<file path="src/rtl/rgb2raw_mosaic_if.sv">
// Stream bundle around the re-mosaic stage: 24-bit RGB in, 8-bit Bayer raw out.
// The slave modport is the re-mosaic block's view; master is the surrounding pipeline.
interface rgb2raw_mosaic_if;
  logic [23:0] rgb_pixel;
  logic        rgb_valid;
  logic        rgb_ready;
  logic [1:0]  sensor_pattern;
  logic [7:0]  raw_pixel;
  logic        raw_valid;
  logic        raw_ready;
  logic        raw_sof;
  logic        raw_eol;
  logic        raw_eof;

  modport slave (
    input  rgb_pixel, rgb_valid, sensor_pattern, raw_ready,
    output rgb_ready, raw_pixel, raw_valid, raw_sof, raw_eol, raw_eof
  );

  modport master (
    output rgb_pixel, rgb_valid, sensor_pattern, raw_ready,
    input  rgb_ready, raw_pixel, raw_valid, raw_sof, raw_eol, raw_eof
  );
endinterface

</file>
<file path="src/rtl/rgb2raw_mosaic.sv">
// Re-mosaics an RGB stream into single-channel Bayer raw through a 1-deep output register,
// tracking frame geometry and latching the Bayer order at each frame start.
module rgb2raw_mosaic #(
  parameter int IMG_WIDTH  = 640,
  parameter int IMG_HEIGHT = 480
) (
  input  logic            clk,
  input  logic            reset_n,
  rgb2raw_mosaic_if.slave bus
);
  localparam int CW = $clog2(IMG_WIDTH);
  localparam int RW = $clog2(IMG_HEIGHT);
  localparam logic [CW-1:0] COL_LAST = CW'(IMG_WIDTH - 1);
  localparam logic [RW-1:0] ROW_LAST = RW'(IMG_HEIGHT - 1);

  typedef enum logic [1:0] {
    CH_R = 2'd0,
    CH_G = 2'd1,
    CH_B = 2'd2
  } chan_e;

  // The pattern code equals the {row,col} phase holding R; B sits diagonally opposite.
  function automatic chan_e chan_of(input logic [1:0] pattern, input logic row_odd,
                                    input logic col_odd);
    logic [1:0] phase;
    phase = {row_odd, col_odd};
    if (phase == pattern) begin
      chan_of = CH_R;
    end else if (phase == ~pattern) begin
      chan_of = CH_B;
    end else begin
      chan_of = CH_G;
    end
  endfunction

  function automatic logic [7:0] pick(input chan_e ch, input logic [23:0] rgb);
    case (ch)
      CH_R:    pick = rgb[23:16];
      CH_G:    pick = rgb[15:8];
      CH_B:    pick = rgb[7:0];
      default: pick = 8'h00;
    endcase
  endfunction

  logic [CW-1:0] col_q, col_d;
  logic [RW-1:0] row_q, row_d;
  logic [1:0]    pattern_q, pattern_d;
  logic [7:0]    raw_pixel_q, raw_pixel_d;
  logic          raw_valid_q, raw_valid_d;
  logic          sof_q, sof_d;
  logic          eol_q, eol_d;
  logic          eof_q, eof_d;

  logic          rgb_ready_s;
  logic          accept_s;
  logic          transfer_s;
  logic          first_s;
  logic          col_last_s;
  logic          row_last_s;
  logic [1:0]    pattern_eff_s;

  always_comb begin
    rgb_ready_s   = ~raw_valid_q | bus.raw_ready;
    accept_s      = bus.rgb_valid & rgb_ready_s;
    transfer_s    = raw_valid_q & bus.raw_ready;
    first_s       = (col_q == {CW{1'b0}}) && (row_q == {RW{1'b0}});
    col_last_s    = (col_q == COL_LAST);
    row_last_s    = (row_q == ROW_LAST);
    col_d         = col_q;
    row_d         = row_q;
    pattern_d     = pattern_q;
    raw_pixel_d   = raw_pixel_q;
    raw_valid_d   = raw_valid_q;
    sof_d         = sof_q;
    eol_d         = eol_q;
    eof_d         = eof_q;

    // The frame's first pixel already uses the live pattern input.
    if (first_s) begin
      pattern_eff_s = bus.sensor_pattern;
    end else begin
      pattern_eff_s = pattern_q;
    end

    if (accept_s) begin
      pattern_d   = pattern_eff_s;
      raw_pixel_d = pick(chan_of(pattern_eff_s, row_q[0], col_q[0]), bus.rgb_pixel);
      raw_valid_d = 1'b1;
      sof_d       = first_s;
      eol_d       = col_last_s;
      eof_d       = col_last_s & row_last_s;
      if (col_last_s) begin
        col_d = {CW{1'b0}};
        if (row_last_s) begin
          row_d = {RW{1'b0}};
        end else begin
          row_d = row_q + RW'(1);
        end
      end else begin
        col_d = col_q + CW'(1);
        row_d = row_q;
      end
    end else if (transfer_s) begin
      raw_valid_d = 1'b0;
      sof_d       = 1'b0;
      eol_d       = 1'b0;
      eof_d       = 1'b0;
    end else begin
      raw_valid_d = raw_valid_q;
    end
  end

  always_ff @(posedge clk) begin
    if (!reset_n) begin
      col_q       <= {CW{1'b0}};
      row_q       <= {RW{1'b0}};
      pattern_q   <= 2'b00;
      raw_pixel_q <= 8'h00;
      raw_valid_q <= 1'b0;
      sof_q       <= 1'b0;
      eol_q       <= 1'b0;
      eof_q       <= 1'b0;
    end else begin
      col_q       <= col_d;
      row_q       <= row_d;
      pattern_q   <= pattern_d;
      raw_pixel_q <= raw_pixel_d;
      raw_valid_q <= raw_valid_d;
      sof_q       <= sof_d;
      eol_q       <= eol_d;
      eof_q       <= eof_d;
    end
  end

  assign bus.rgb_ready = rgb_ready_s;
  assign bus.raw_pixel = raw_pixel_q;
  assign bus.raw_valid = raw_valid_q;
  assign bus.raw_sof   = sof_q;
  assign bus.raw_eol   = eol_q;
  assign bus.raw_eof   = eof_q;
endmodule

</file>
<file path="src/flat_wrapper.sv">
// flat-port wrapper written by rule: the top's interface ports become plain ports
module rgb2raw_mosaic_flat 
#(
  parameter int IMG_WIDTH  = 640,
  parameter int IMG_HEIGHT = 480
)
  (clk, reset_n, bus_rgb_pixel, bus_rgb_valid, bus_sensor_pattern, bus_raw_ready, bus_rgb_ready, bus_raw_pixel, bus_raw_valid, bus_raw_sof, bus_raw_eol, bus_raw_eof);
  rgb2raw_mosaic_if bus_i ();
  input  logic clk;
  input  logic reset_n;
  input wire logic [$bits(bus_i.rgb_pixel)-1:0] bus_rgb_pixel;
  input wire logic [$bits(bus_i.rgb_valid)-1:0] bus_rgb_valid;
  input wire logic [$bits(bus_i.sensor_pattern)-1:0] bus_sensor_pattern;
  input wire logic [$bits(bus_i.raw_ready)-1:0] bus_raw_ready;
  output wire logic [$bits(bus_i.rgb_ready)-1:0] bus_rgb_ready;
  output wire logic [$bits(bus_i.raw_pixel)-1:0] bus_raw_pixel;
  output wire logic [$bits(bus_i.raw_valid)-1:0] bus_raw_valid;
  output wire logic [$bits(bus_i.raw_sof)-1:0] bus_raw_sof;
  output wire logic [$bits(bus_i.raw_eol)-1:0] bus_raw_eol;
  output wire logic [$bits(bus_i.raw_eof)-1:0] bus_raw_eof;
  assign bus_i.rgb_pixel = bus_rgb_pixel;
  assign bus_i.rgb_valid = bus_rgb_valid;
  assign bus_i.sensor_pattern = bus_sensor_pattern;
  assign bus_i.raw_ready = bus_raw_ready;
  assign bus_rgb_ready = bus_i.rgb_ready;
  assign bus_raw_pixel = bus_i.raw_pixel;
  assign bus_raw_valid = bus_i.raw_valid;
  assign bus_raw_sof = bus_i.raw_sof;
  assign bus_raw_eol = bus_i.raw_eol;
  assign bus_raw_eof = bus_i.raw_eof;
  rgb2raw_mosaic #(.IMG_WIDTH(IMG_WIDTH), .IMG_HEIGHT(IMG_HEIGHT)) u_core (.clk(clk), .reset_n(reset_n), .bus(bus_i));
endmodule
</file>
<file path="config.mk">
export PLATFORM = sky130hd
export DESIGN_NAME = rgb2raw_mosaic_flat
export DESIGN_NICKNAME = d
export VERILOG_FILES = /design/src/rtl/rgb2raw_mosaic_if.sv /design/src/rtl/rgb2raw_mosaic.sv /design/src/flat_wrapper.sv
export SDC_FILE = /design/constraint.sdc
export NUM_CORES = 1
export LEC_CHECK = 0
export ABC_AREA = 1
export BUFFER_PORTS_ARGS = -buffer_cell sky130_fd_sc_hd__buf_2
export CAP_MARGIN = 25
export CORE_UTILIZATION = 54
export CTS_CLUSTER_DIAMETER = 80
export DETAILED_ROUTE_END_ITERATION = 6
export GPL_ROUTABILITY_DRIVEN = 0
export PLACE_DENSITY = 0.84
export SYNTH_ARGS = -nofsm -noshare
export SYNTH_HDL_FRONTEND = slang
export SYNTH_SLANG_ARGS = --single-unit
</file>
<file path="constraint.sdc">
create_clock -name clk -period 2.13 [get_ports clk]
set_clock_uncertainty 0.2 [all_clocks]
set_input_delay 0.1065 -clock clk [delete_from_list [all_inputs] [get_ports clk]]
set_output_delay 0.1065 -clock clk [all_outputs]
set_load 0.005 [all_outputs]
</file>
* After elaboration in Yosys (flattened, before gate mapping)
Cells that the tools add are included.
** Storage, ports and cells
- Register bits after elaboration :: 33
- Input bits :: 30
- Output and inout bits :: 13
- Logic and storage cells :: 40
** Cells by class
- Add/sub/neg operators :: 2
- Equal/unequal tests :: 6
- Mux-type cells :: 12
- Bitwise logic cells :: 6
- Reductions and logical operators :: 6
** Operators by type and width (number)
- $pmux 8 s3 :: 1
- $add 10x1->10 const B :: 1
- $eq 10x10->1 const B :: 1
- $logic_not 10->1 :: 1
- $mux 10 :: 1
- $add 9x1->9 const B :: 1
- $eq 9x9->1 const B :: 1
- $logic_not 9->1 :: 1
- $mux 9 :: 1
- $mux 2 :: 4
- $mux 1 :: 5
- $eq 2x2->1 :: 2
- $and 1x1->1 :: 3
- $eq 2x1->1 const B :: 1
- $eq 2x2->1 const B :: 1
- $logic_not 2->1 :: 1
- $not 2->2 :: 1
- $reduce_and 2->1 :: 1
- $reduce_bool 2->1 :: 1
- $logic_and 1x1->1 :: 1
- $not 1->1 :: 1
- $or 1x1->1 :: 1

* Longest topological paths before layout
Gate-level depths: netlist of run 1.
- Depth in word-level cells :: 10
- Gate-level depth with buffers :: 13
- Depth with buffers taken out :: 13

* Worst setup path after synthesis of run 1
OpenSTA, ideal clock, no wires.
- Path type :: register to register
- Start point :: register u_core.col_q[0]
- End point :: register u_core.raw_pixel_q[0] (netlist: u_core.bus.raw_pixel[0])
- Setup time :: 117 ps
- Arrival time :: 1578 ps
- Data required time :: 1813 ps
- Path slack :: 235 ps
- Cell stages (with the launch flop) :: 14
- Path buffers :: 0
- Period minus slack after synthesis :: 1895 ps
- Cells stage by stage :: dfxtp_1 -> inv_1 -> ha_1 -> nand3_1 -> nor2_2 -> nand2_2 -> nand2_1 -> nand3_2 -> nand2_4 -> nand2_4 -> nand2_8 -> nor2_2 -> nor2_1 -> nor2_1
** Between the ends
- Word-level cells in the longest chain between the ends :: 10
- Elaborated cells between the ends (all ways) :: 13
- Those cells by class :: eq/ne: 4; mux: 5; bitwise: 1; reduce/logical: 3
** Ends and longest elaborated chain
- from (decl) :: RTL line rgb2raw_mosaic.sv:45 : logic [CW-1:0] col_q, col_d;
- from (signal assigned) :: RTL line rgb2raw_mosaic.sv:115 : col_q <= {CW{1'b0}};
- from (signal assigned) :: RTL line rgb2raw_mosaic.sv:124 : col_q <= col_d;
- $logic_not 10->1 :: RTL line rgb2raw_mosaic.sv:66 : first_s = (col_q == {CW{1'b0}}) && (row_q == {RW{1'b0}});
- $logic_and 1x1->1 :: RTL line rgb2raw_mosaic.sv:66
- $mux 2 :: RTL line rgb2raw_mosaic.sv:79 : if (first_s) begin
- $not 2->2 :: RTL line rgb2raw_mosaic.sv:29 : end else if (phase == ~pattern) begin
- $eq 2x2->1 :: RTL line rgb2raw_mosaic.sv:29
- $mux 2 :: RTL line rgb2raw_mosaic.sv:29
- $mux 2 * :: RTL line rgb2raw_mosaic.sv:27 : if (phase == pattern) begin
- $mux 2 * :: RTL line rgb2raw_mosaic.sv:85 : if (accept_s) begin
- $eq 2x2->1 (tied with other cells) :: RTL line rgb2raw_mosaic.sv:37 : case (ch)
- $pmux 8 s3 * :: RTL line rgb2raw_mosaic.sv:37
- to (signal assigned) :: RTL line rgb2raw_mosaic.sv:127 : raw_pixel_q <= raw_pixel_d;
- to (decl) :: RTL line rgb2raw_mosaic.sv:48 : logic [7:0] raw_pixel_q, raw_pixel_d;
Every way passes the cells marked *; elsewhere a longest branch is shown, timed or not. The select of a mux whose other input is x is not followed.
A chain may end at the register's enable or synchronous reset.

* Final worst setup path of run 1
- Start point :: register u_core.col_q[2]
- End point :: register u_core.raw_pixel_q[0] (netlist: u_core.bus.raw_pixel[0])
** Between the ends
- Word-level cells in the longest chain between the ends :: 10
- Elaborated cells between the ends (all ways) :: 13
- Those cells by class :: eq/ne: 4; mux: 5; bitwise: 1; reduce/logical: 3
** Ends and longest elaborated chain (RTL line)
- $logic_not 10->1 * :: rgb2raw_mosaic.sv:66
- $logic_and 1x1->1 * :: rgb2raw_mosaic.sv:66
- $mux 2 * :: rgb2raw_mosaic.sv:79
- $not 2->2 :: rgb2raw_mosaic.sv:29
- $eq 2x2->1 :: rgb2raw_mosaic.sv:29
- $mux 2 :: rgb2raw_mosaic.sv:29
- $mux 2 * :: rgb2raw_mosaic.sv:27
- $mux 2 * :: rgb2raw_mosaic.sv:85
- $eq 2x2->1 (tied with other cells) :: rgb2raw_mosaic.sv:37
- $pmux 8 s3 * :: rgb2raw_mosaic.sv:37
Marked as above.

==> results.txt, run 1 <==
Simple-Gate Fraction of Synth Area: 0.427
Maximum ir drop on the vdd rail: 0.000431 V
Final worst-path setup slack: -0.0642 ns
Routed WL per cell: 18.4 um
Share of the synthesized netlist area taken by xor and xnor gates: 0.0277
Power spent charging and discharging nets: 0.527 mW
Worst relative slew slack: 0.692
Via count of the first global-routing pass: 1980
Crit Reg-Reg Startpoint: u_core.col_q[2]
Run status: finished with violations
Number of pins exceeding their max-slew limit in the final report: 0
Dominant combinational cell family by area after synthesis: simple AND/OR/NAND/NOR gates
Final global-route overflow total: 0
Count of unresolved DRC violations after routing: 0
Worst path required time: 2.17 ns
Mapped Area: 1900 um^2
Number of iterations in the first detailed-routing pass: 7
Die Span Y: 61.3 um
Clock-pin slew of the registers on the worst-case setup and hold paths: 0.10 ns
Hold Path Origin: u_core.bus.raw_sof
Synthesized net count: 292
Setup CP Type: register to register
Number of cells produced by synthesis: 258
CTS HTree Levels: 2
Tightest Pin Transition: 0.458 ns
Final setup vio count: 8
Compound-Gate Fraction of Synth Area: 0.0916
Share of total power consumed by net switching: 0.343
Max-Cap Viols: 0
Logic depth of the worst register-to-register path: 12
Pwr Density: 562 nW/um^2
Clock tree from TritonCTS: yes
Clock latency at the later pin of the worst-skew pair: 0.35 ns
Synth Area per Inst: 7.36 um^2
Internal power summed over all cells: 1.01 mW
Post-route fraction of the period consumed by the critical path: 1.03
DRT antenna net count: 0
Total via count in the routed design: 2445
CTS Buffer Depth: 2
Die outline area: 3760 um^2
Highest fanout seen on the critical path: 8
Placement row count: 21
Cell depth of the worst min-delay path: 2
Post-synthesis adder-cell area fraction: 0.0264
Maximum number of pins on one net before global-route repair: 18
Number of library cell types mapped by synthesis: 33
Total GRT Usage: 0.340
Terminus of the critical flop-to-flop path: u_core.bus.raw_pixel[0]
Reg-to-reg slack, setup: -0.06 ns
Wire length of the first global-routing pass: 9.13 mm
Synth-to-layout area growth: 44.3%
Leakage power summed over all cells: 1.26 nW
Via-per-instance ratio: 6.17
Flops & latches, synth: 33
Fill count: 219
CTS Sinks: 33
PortBufs: 42
Initial antenna violation count: 0
Setup crit end kind: register
Estimated wirelength of the detail-placed design: 3.27 mm
Portion of total power attributed to the clock network: 0.240
Area of the core: 3360 um^2
Clk Tree Root Cell: sky130_fd_sc_hd__clkbuf_4
Antenna diode count: 0
Startpoint type of the worst setup path: register
Arrival time at the worst endpoint: 2.24 ns
Final Cell Area: 2740 um^2
Time the final worst path needs with I/O delays and setup: 2.19 ns
I/O Pins: 43
Synth warn: 0
Fraction of the yosys area taken by sequential cells: 0.348
Fraction of power consumed by combinational cells: 0.327
Initial core utilization: 0.565
Final Net Count: 384
Iter 0 DRT Violations: 329
Failing checks: setup timing
Number of buffers inserted during clock tree synthesis: 5
Fraction of final layout cells sized beyond drive strength 1: 0.369
Post-synthesis mux area share: 0
Sum of routed wire length over all layers: 7.27 mm
Setup total negative slack: -0.167 ns
Die Span X: 61.3 um
Worst-case hold slack: 0.289 ns
Fraction of power consumed by sequential logic: 0.433
Number of hold violations in the final report: 0
Total placed instance area: 2180 um^2
Class of the most critical hold timing path: register to register
Achievable Freq: 456 MHz
Hold Path End: u_core.bus.raw_sof
## what timing repair did
| item | 4_1_cts | 5_1_grt |
|---|---|---|
| setup endpoints to repair | 5 | 8 |
| setup buffers | 0 | 10 |
| cloned | 0 | 1 |
| hold buffers | 31 | 0 |
| gates resized for setup | 1 | 32 |
| pin swaps | 0 | 15 |
| endpoints found under the hold margin | 17 | 0 |
## worst max path at each step
stage	depth (start not counted)	end	slack [ns]	start
3_3_place_gp	13	u_core.bus.raw_pixel[3]	0.08	u_core.col_q[0]
6_report	12	u_core.bus.raw_pixel[0]	-0.06	u_core.col_q[2]
4_1_cts	13	u_core.bus.raw_pixel[7]	0.03	u_core.col_q[0]
5_1_grt	13	u_core.bus.raw_pixel[5]	-0.23	u_core.col_q[0]
3_5_place_dp	13	u_core.bus.raw_pixel[7]	-0.006	u_core.col_q[0]
2_1_floorplan	13	u_core.bus.raw_pixel[0]	0.23	u_core.col_q[0]
## cell usage after synthesis, drive strengths merged
| master | instances | area, um^2 |
|---|---|---|
| a211oi | 2 | 15.0 |
| dfxtp | 33 | 661 |
| clkbuf | 1 | 3.75 |
| o22ai | 1 | 6.26 |
| nor3 | 4 | 30.0 |
| ha | 4 | 50.1 |
| a21oi | 12 | 60.1 |
| inv | 34 | 128 |
| xnor2 | 1 | 8.76 |
| nand3 | 42 | 230 |
| clkinv | 1 | 3.75 |
| nand2 | 38 | 221 |
| nor2 | 51 | 234 |
| o21ai | 15 | 75.1 |
| nor4 | 2 | 18.8 |
| nor3b | 3 | 32.5 |
| a31o | 1 | 8.76 |
| a221oi | 1 | 8.76 |
| nand4 | 5 | 43.8 |
| buf | 2 | 16.3 |
| xor2 | 5 | 43.8 |
## layout by cell type, fill, tap and decap left out, types with 8 or more instances in the layout
cell type and instances:
sky130_fd_sc_hd__dlygate4sd3_1 31, sky130_fd_sc_hd__nor2_1 31, sky130_fd_sc_hd__nand2_2 8, sky130_fd_sc_hd__nor2_2 15
sky130_fd_sc_hd__buf_2 42, sky130_fd_sc_hd__o21ai_0 12, sky130_fd_sc_hd__inv_1 26, sky130_fd_sc_hd__nand3_2 9
sky130_fd_sc_hd__dfxtp_1 31, sky130_fd_sc_hd__a21oi_1 12, sky130_fd_sc_hd__buf_4 13, sky130_fd_sc_hd__nand2_4 8
sky130_fd_sc_hd__nand2_1 22, sky130_fd_sc_hd__nand3_1 32
## layer usage
layer / up-vias / global-route usage / wire length (um)
met5: - / 0 / 0
met4: 0 / 0.179 / 576
met1: 1104 / 0.406 / 2510
met3: 80 / 0.122 / 727
li1: 1033 / - / -
met2: 228 / 0.534 / 3460
## metrics by stage
| step | cells | utilization | worst slack [ns] | power (mW) |
|---|---|---|---|---|
| final | 396 | 0.815 | -0.0642 | 1.54 |
| after global routing | 396 | 0.815 | -0.231 | 1.60 |
| after CTS | 385 | 0.756 | 0.0264 | 1.41 |
| after detailed placement | 347 | 0.647 | -0.00625 | 1.00 |
| after global placement | 347 | 0.647 | 0.0816 | 0.996 |
| after floorplan | 258 | - | 0.235 | 0.911 |
## registers in the layout (all words and copies together) (netlist names)
signal	count
u_core.bus.raw_eof	1
u_core.bus.raw_eol	1
u_core.bus.raw_pixel	8
u_core.bus.raw_sof	1
u_core.bus.raw_valid	1
u_core.col_q	10
u_core.pattern_q	2
u_core.row_q	9
## worst max-delay path, stage by stage (launching register included)
cell and delay [ns]:
sky130_fd_sc_hd__dfxtp_1 0.37, sky130_fd_sc_hd__nor2_2 0.21, sky130_fd_sc_hd__nand3_1 0.14, sky130_fd_sc_hd__nor2_4 0.15, sky130_fd_sc_hd__nand2_2 0.10, sky130_fd_sc_hd__nand2_1 0.11
sky130_fd_sc_hd__nand3_1 0.19, sky130_fd_sc_hd__nand2_4 0.17, sky130_fd_sc_hd__nand2_4 0.08, sky130_fd_sc_hd__nand2_8 0.12, sky130_fd_sc_hd__nor2_4 0.05, sky130_fd_sc_hd__nor2_1 0.12
sky130_fd_sc_hd__nor2_2 0.06
## power groups by stage
stage	clock [mW]	combinational, mW	sequential, mW
after floorplan	0	0.235	0.677
after global placement	0	0.322	0.675
after detailed placement	0	0.328	0.676
after CTS	0.369	0.375	0.663
after global routing	0.391	0.540	0.669
final	0.370	0.504	0.666
## cells by family (layout without fill, tap and decap cells)
family,Yosys count,after routing
compound gates,32,32
xor+xnor,6,6
fa+ha+maj,4,4
buf+inv,38,129
flops,33,33
simple gates,145,146
## cell type report
cell class              count  area [um^2]  share of cell area
clock buffers               7         55.1              0.0201
inverters                  35          136              0.0497
multi-input cells         188         1200               0.439
flip-flops and latches     33          666               0.243
well taps                  46         57.6              0.0210
repair buffers             87          623               0.227
(Power assumes the default switching activity.)
==> run 2: changes to the inputs <==
- CAP_MARGIN: 25 -> default
- CELL_PAD_IN_SITES_DETAIL_PLACEMENT: default -> 0
- CELL_PAD_IN_SITES_GLOBAL_PLACEMENT: default -> 1
- CORE_UTILIZATION: 54 -> 38
- GPL_TIMING_DRIVEN: default -> 1
- PLACE_DENSITY: 0.84 -> 0.83
==> results.txt, run 2 (synthesized netlist as in run 1, its figures left out) <==
CTS Buffer Depth: 2 (unchanged)
Worst relative slew slack: 0.626 (-0.0659)
Initial core utilization: 0.399 (-0.165)
Time the final worst path needs with I/O delays and setup: 1.97 ns (-0.225 ns)
Dpl cells: 369 (+6.3%)
Sum of buffers and inverters on the critical path: 1 (+1)
Area of the core: 4750 um^2 (+41%)
Internal power summed over all cells: 1.21 mW (+19%)
Failing checks: hold timing
PortBufs: 42 (unchanged)
Final setup vio count: 0 (-8)
Final total power: 1.69 mW (+9.7%)
Antenna diode count: 0 (unchanged)
Iter 0 DRT Violations: 97 (-71%)
Placement row count: 25 (+19%)
Library cell contributing the largest single delay on the critical path: sky130_fd_sc_hd__dfxtp_2
Number of iterations in the first detailed-routing pass: 4 (-3)
Achievable Freq: 508 MHz (+11%)
Total GRT Usage: 0.191 (-0.149)
Highest fanout seen on the critical path: 8 (unchanged)
Fill count: 461 (+110%)
Fraction of final layout cells sized beyond drive strength 1: 0.337 (-0.0313)
Worst-case hold slack: -0.00921 ns (-0.298 ns)
Number of pins exceeding their max-slew limit in the final report: 0 (unchanged)
Area taken by flip-flops and latches: 667 um^2 (+0.19%)
Die Span Y: 72.7 um (+19%)
Startpoint type of the worst setup path: register
Die outline area: 5290 um^2 (+41%)
Fraction of power consumed by combinational cells: 0.243 (-0.084)
Total via count in the routed design: 1894 (-23%)
Tightest Pin Transition: 0.555 ns (+0.0978 ns)
Largest register FFs: 10 (unchanged)
Cell-by-cell listing of the critical path: inv_1 > ha_1 > nand3_2 > nor2_2 > nand2_2 > nand2_2 > nand3_2 > nand2_4 > nand2_4 > nand2_8 > nor2_2 > nor2_1 > nor2_1
Fraction of power consumed by sequential logic: 0.392 (-0.041)
Pwr Density: 644 nW/um^2 (+15%)
Die Span X: 72.7 um (+19%)
Clock-pin slew of the registers on the worst-case setup and hold paths: 0.07 ns (-0.03 ns)
Dominant delay contributor by cell family on the critical path: simple AND/OR/NAND/NOR gates
Final Net Count: 371 (-3.4%)
Via count of the first global-routing pass: 1731 (-13%)
CTS HTree Levels: 2 (unchanged)
Utilization of the core after routing: 0.552 (-0.263)
Arrival time at the worst endpoint: 1.95 ns (-0.29 ns)
Count of unresolved DRC violations after routing: 0 (unchanged)
Routed WL per cell: 11.9 um (-35%)
Maximum ir drop on the vdd rail: 0.000360 V (-16%)
CTS Sinks: 33 (unchanged)
Number of buffers inserted during clock tree synthesis: 5 (unchanged)
Portion of total power attributed to the clock network: 0.365 (+0.125)
Maximum number of pins on one net before global-route repair: 18 (unchanged)
Max-Cap Viols: 0 (unchanged)
Share of total power consumed by net switching: 0.284 (-0.0582)
Wire length of the first global-routing pass: 7.68 mm (-16%)
Post-route fraction of the period consumed by the critical path: 0.924 (-0.106)
Clk Tree Root Cell: sky130_fd_sc_hd__clkbuf_8
Estimated wirelength of the detail-placed design: 3.40 mm (+4.1%)
Synth-to-layout area growth: 38.1%
Via-per-instance ratio: 4.68 (-24%)
Setup crit end kind: register
DRT antenna net count: 0 (unchanged)
Power spent charging and discharging nets: 0.480 mW (-8.9%)
Area of the multi-input gates: 1110 um^2 (-7.6%)
Final global-route overflow total: 0 (unchanged)
Register ranked first by flip-flop count: u_core.col_q
Cell Count, Final, Fillers Out: 405 (+2.3%)
Number of hold violations in the final report: 3 (+3)
Setup CP Type: register to register
Setup total negative slack: 0 ns (+0.167 ns)
Sum of routed wire length over all layers: 4.82 mm (-34%)
I/O Pins: 43 (unchanged)
Clock tree from TritonCTS: yes
Run status: finished with violations
Highest cell delay on the worst timing path: 0.34 ns (-0.03 ns)
Clock latency at the later pin of the worst-skew pair: 0.29 ns (-0.06 ns)
Worst path required time: 2.11 ns (-0.06 ns)
Leakage power summed over all cells: 1.21 nW (-4.1%)
Most common cell after layout, fill and taps aside: sky130_fd_sc_hd__buf_2
Class of the most critical hold timing path: primary input to register
Top library cells by usage in the layout, fill and taps aside: sky130_fd_sc_hd__buf_2, sky130_fd_sc_hd__nand3_1, sky130_fd_sc_hd__nor2_1
Initial antenna violation count: 0 (unchanged)
[run 2: layer usage]
layer  up-vias  wire length, um  part of all wire  GRT usage
met5         -                0                 0          0
met4         0               60             0.012     0.0523
met3         4              100             0.021     0.0497
met2        21             2250              0.47      0.302
met1       861             2410              0.50      0.256
li1       1008                -                 -          -
[run 2: worst min-delay path, cell delays in order]
cell	delay (ns)
sky130_fd_sc_hd__buf_2	0.08
sky130_fd_sc_hd__nand3_1	0.07
sky130_fd_sc_hd__nand3_1	0.07
sky130_fd_sc_hd__nor2_1	0.04
sky130_fd_sc_hd__nor2_1	0.08
[run 2: worst paths after layout]
| kind | start | to | slack (ns) | cells past startpoint |
|---|---|---|---|---|
| setup reg to reg | u_core.col_q[0] | u_core.bus.raw_pixel[5] | 0.16 | 13 |
| hold reg to reg | u_core.bus.raw_sof | u_core.bus.raw_sof | 0.27 | 2 |
| setup / recovery | u_core.col_q[0] | u_core.bus.raw_pixel[5] | 0.16 | 13 |
| hold / removal | bus_rgb_pixel[1] | u_core.bus.raw_pixel[1] | -0.009 | 5 |
[run 2: power by group through the flow]
stage                     registers (mW)  logic, mW  clock network [mW]
after floorplan                    0.677      0.235                   0
after global placement             0.675      0.334                   0
after detailed placement           0.676      0.336                   0
after CTS                          0.662      0.370               0.629
after global routing               0.666      0.454               0.657
final                              0.662      0.411               0.616
[run 2: cell type report]
type,count,share of cell area
multi-input combinational,187,0.424
tap,67,0.0320
inverter,35,0.0501
sequential,33,0.254
clock buffer,7,0.0329
clock inverter,1,0.0114
timing repair buffer,75,0.196
[run 2: metrics by stage]
| stage | hold slack (ns) | cell area [um^2] | worst slack, ns |
|---|---|---|---|
| 2_1_floorplan | 0.0449 | 1900 | 0.235 |
| 3_3_place_gp | 0.233 | 2210 | 0.147 |
| 3_5_place_dp | 0.244 | 2210 | 0.117 |
| 4_1_cts | 0.00129 | 2550 | 0.0970 |
| 5_1_grt | 0.0157 | 2620 | -0.00881 |
| 6_report | -0.00921 | 2620 | 0.161 |
[run 2: timing repair]
action                     CTS  global route
setup endpoints to repair    0             8
resized for setup            0            11
hold buffers                22             0
setup buffers                0             6
hold endpoints to repair    12             0
==> run 3: changes to the inputs <==
- ABC_CLOCK_PERIOD_IN_PS: default -> 2130
- HOLD_SLACK_MARGIN: default -> 0.08
- SETUP_SLACK_MARGIN: default -> 0.3
==> results.txt, run 3 (synthesized netlist as in run 1, its figures left out) <==
Run status: finished, final reports clean
Setup repair after global routing missed its margin: true
Antenna diode count: 0 (unchanged)
Area of the core: 4750 um^2 (unchanged)
Die outline area: 5290 um^2 (unchanged)
Via count of the first global-routing pass: 2063 (+19%)
DRT antenna net count: 0 (unchanged)
Portion of total power attributed to the clock network: 0.271 (-0.094)
Die Span Y: 72.7 um (unchanged)
Utilization of the core after routing: 0.666 (+0.114)
Setup crit end kind: register
Share of total power consumed by net switching: 0.332 (+0.0481)
Time the final worst path needs with I/O delays and setup: 2.00 ns (+0.0274 ns)
Setup CP Type: register to register
Top library cells by usage in the layout, fill and taps aside: sky130_fd_sc_hd__buf_2, sky130_fd_sc_hd__dlygate4sd3_1, sky130_fd_sc_hd__buf_4
Via-per-instance ratio: 4.98 (+6.5%)
Startpoint type of the worst setup path: register
Cell Count, Final, Fillers Out: 438 (+8.1%)
Total GRT Usage: 0.233 (+0.0424)
Routed WL per cell: 14.3 um (+20%)
Power spent charging and discharging nets: 0.568 mW (+18%)
Fraction of final layout cells sized beyond drive strength 1: 0.472 (+0.134)
Logic depth of the worst register-to-register path: 13 (unchanged)
Count of unresolved DRC violations after routing: 0 (unchanged)
Estimated wirelength of the detail-placed design: 3.28 mm (-3.7%)
Maximum ir drop on the vdd rail: 0.000498 V (+38%)
Synth-to-layout area growth: 66.7%
Clk Tree Root Cell: sky130_fd_sc_hd__clkbuf_8
Total placed instance area: 2190 um^2 (-0.96%)
Sum of routed wire length over all layers: 6.26 mm (+30%)
Arrival time at the worst endpoint: 2.02 ns (+0.07 ns)
Internal power summed over all cells: 1.14 mW (-5.7%)
Placement row count: 25 (unchanged)
Final Cell Area: 3170 um^2 (+21%)
Fraction of power consumed by sequential logic: 0.388 (-0.004)
Wire length the detailed router placed on met1: 2.57 mm (+6.5%)
Worst path required time: 2.15 ns (+0.04 ns)
Max-Cap Viols: 0 (unchanged)
Number of iterations in the first detailed-routing pass: 4 (unchanged)
Worst relative slew slack: 0.659 (+0.0335)
CTS Buffer Depth: 2 (unchanged)
Achievable Freq: 501 MHz (-1.4%)
Hold Path End: u_core.bus.raw_eof
Pwr Density: 540 nW/um^2 (-16%)
Setup total negative slack: 0 ns (unchanged)
Class of the most critical hold timing path: register to register
Tightest Pin Transition: 0.506 ns (-0.0497 ns)
Maximum number of pins on one net before global-route repair: 18 (unchanged)
Initial antenna violation count: 0 (unchanged)
Number of pins exceeding their max-slew limit in the final report: 0 (unchanged)
Number of hold violations in the final report: 0 (-3)
Wire length of the first global-routing pass: 9.33 mm (+21%)
Iter 0 DRT Violations: 131 (+35%)
Die Span X: 72.7 um (unchanged)
Leakage power summed over all cells: 1.44 nW (+19%)
Crit Reg-Reg Startpoint: u_core.col_q[0]
CTS Sinks: 33 (unchanged)
Initial core utilization: 0.399 (unchanged)
Clock tree from TritonCTS: yes
Total via count in the routed design: 2182 (+15%)
Highest layer used for signal routing: met4
Number of buffers inserted during clock tree synthesis: 5 (unchanged)
Most common cell after layout, fill and taps aside: sky130_fd_sc_hd__buf_2
Clock-pin slew of the registers on the worst-case setup and hold paths: 0.07 ns (about the same)
Hold Path Origin: u_core.bus.raw_eof
Largest register FFs: 10 (unchanged)
Post-route fraction of the period consumed by the critical path: 0.937 (+0.0129)
PortBufs: 42 (unchanged)
Metal2 WL: 3.22 mm (+43%)
Dpl cells: 366 (-0.81%)
I/O Pins: 43 (unchanged)
Cell depth of the worst min-delay path: 2 (-3)
Reg-to-reg slack, setup: 0.13 ns (-0.03 ns)
CTS HTree Levels: 2 (unchanged)
Fraction of power consumed by combinational cells: 0.340 (+0.097)
Terminus of the critical flop-to-flop path: u_core.bus.raw_pixel[0]
Highest fanout seen on the critical path: 4 (-4)
Final Net Count: 404 (+8.9%)
Final global-route overflow total: 0 (unchanged)
Met3 Routed Length: 255 um (+160%)
Final setup vio count: 0 (unchanged)
Clock latency at the later pin of the worst-skew pair: 0.28 ns (about the same)
Register ranked first by flip-flop count: u_core.col_q
[run 3: changes by cell type in the layout (fill, tap and decap cells not counted), sizes merged]
cell,change
buf,+20
bufinv,-1
clkbuf,-1
clkinv,+1
clkinvlp,+1
dlygate4sd3,+10
nand2,+3
[run 3: worst max-delay path, cell delays in order (launching register included)]
cell and delay, ns:
sky130_fd_sc_hd__dfxtp_4 0.37, sky130_fd_sc_hd__inv_4 0.07, sky130_fd_sc_hd__ha_4 0.14, sky130_fd_sc_hd__nand3_4 0.08, sky130_fd_sc_hd__nor2_4 0.21, sky130_fd_sc_hd__nand2_4 0.12, sky130_fd_sc_hd__nand2_4 0.10, sky130_fd_sc_hd__nand3_4 0.10
sky130_fd_sc_hd__nand2_4 0.12, sky130_fd_sc_hd__buf_4 0.13, sky130_fd_sc_hd__nand3_1 0.09, sky130_fd_sc_hd__nand3_1 0.09, sky130_fd_sc_hd__nor2_1 0.05, sky130_fd_sc_hd__nor2_1 0.08
[run 3: through the flow]
stage | worst slack [ns] | total power, mW | hold slack [ns]
floorplan | 0.330 | 0.912 | 0.0449
global placement | 0.111 | 1.01 | 0.230
detailed placement | 0.121 | 1.01 | 0.237
CTS | 0.234 | 1.64 | 0.267
global route | 0.0132 | 1.79 | 0.284
finish | 0.134 | 1.71 | 0.260
[run 3: worst max path at each step]
stage                                from                       to  slack [ns]
after floorplan           u_core.col_q[0]  u_core.bus.raw_pixel[0]        0.33
after global routing      u_core.col_q[0]  u_core.bus.raw_pixel[3]        0.01
after global placement    u_core.col_q[0]  u_core.bus.raw_pixel[7]        0.11
final                     u_core.col_q[0]  u_core.bus.raw_pixel[0]        0.13
after CTS                 u_core.col_q[1]  u_core.bus.raw_pixel[5]        0.23
after detailed placement  u_core.col_q[0]  u_core.bus.raw_pixel[6]        0.12
[run 3: timing repair]
item | CTS | global route
hold endpoints to repair | 17 | 1
setup buffers | 19 | 10
gates cloned | 3 | 0
gates resized for setup | 48 | 26
hold buffers | 32 | 1
pin swaps | 31 | 19
setup endpoints to repair | 22 | 26
[run 3: final cells by class]
class,instances,area (um^2)
clock inverter,2,10.0
clock buffer,6,72.6
inverter,35,143
tap,67,83.8
multi-input combinational,190,1400
sequential,33,672
fill,385,1590
timing repair buffer,105,788
[run 3: metal layers]
metal  up-vias  GRT usage
met5         -          0
met4         0     0.0871
met3        21     0.0566
met2        69      0.397
met1      1012      0.285
li1       1080          -
[run 3: power by group through the flow]
| stage | Clock [mW] | Sequential [mW] | Combinational (mW) |
|---|---|---|---|
| after floorplan | 0 | 0.677 | 0.235 |
| after global placement | 0 | 0.676 | 0.330 |
| after detailed placement | 0 | 0.677 | 0.331 |
| after CTS | 0.473 | 0.663 | 0.505 |
| after global routing | 0.498 | 0.668 | 0.620 |
| final | 0.464 | 0.664 | 0.581 |
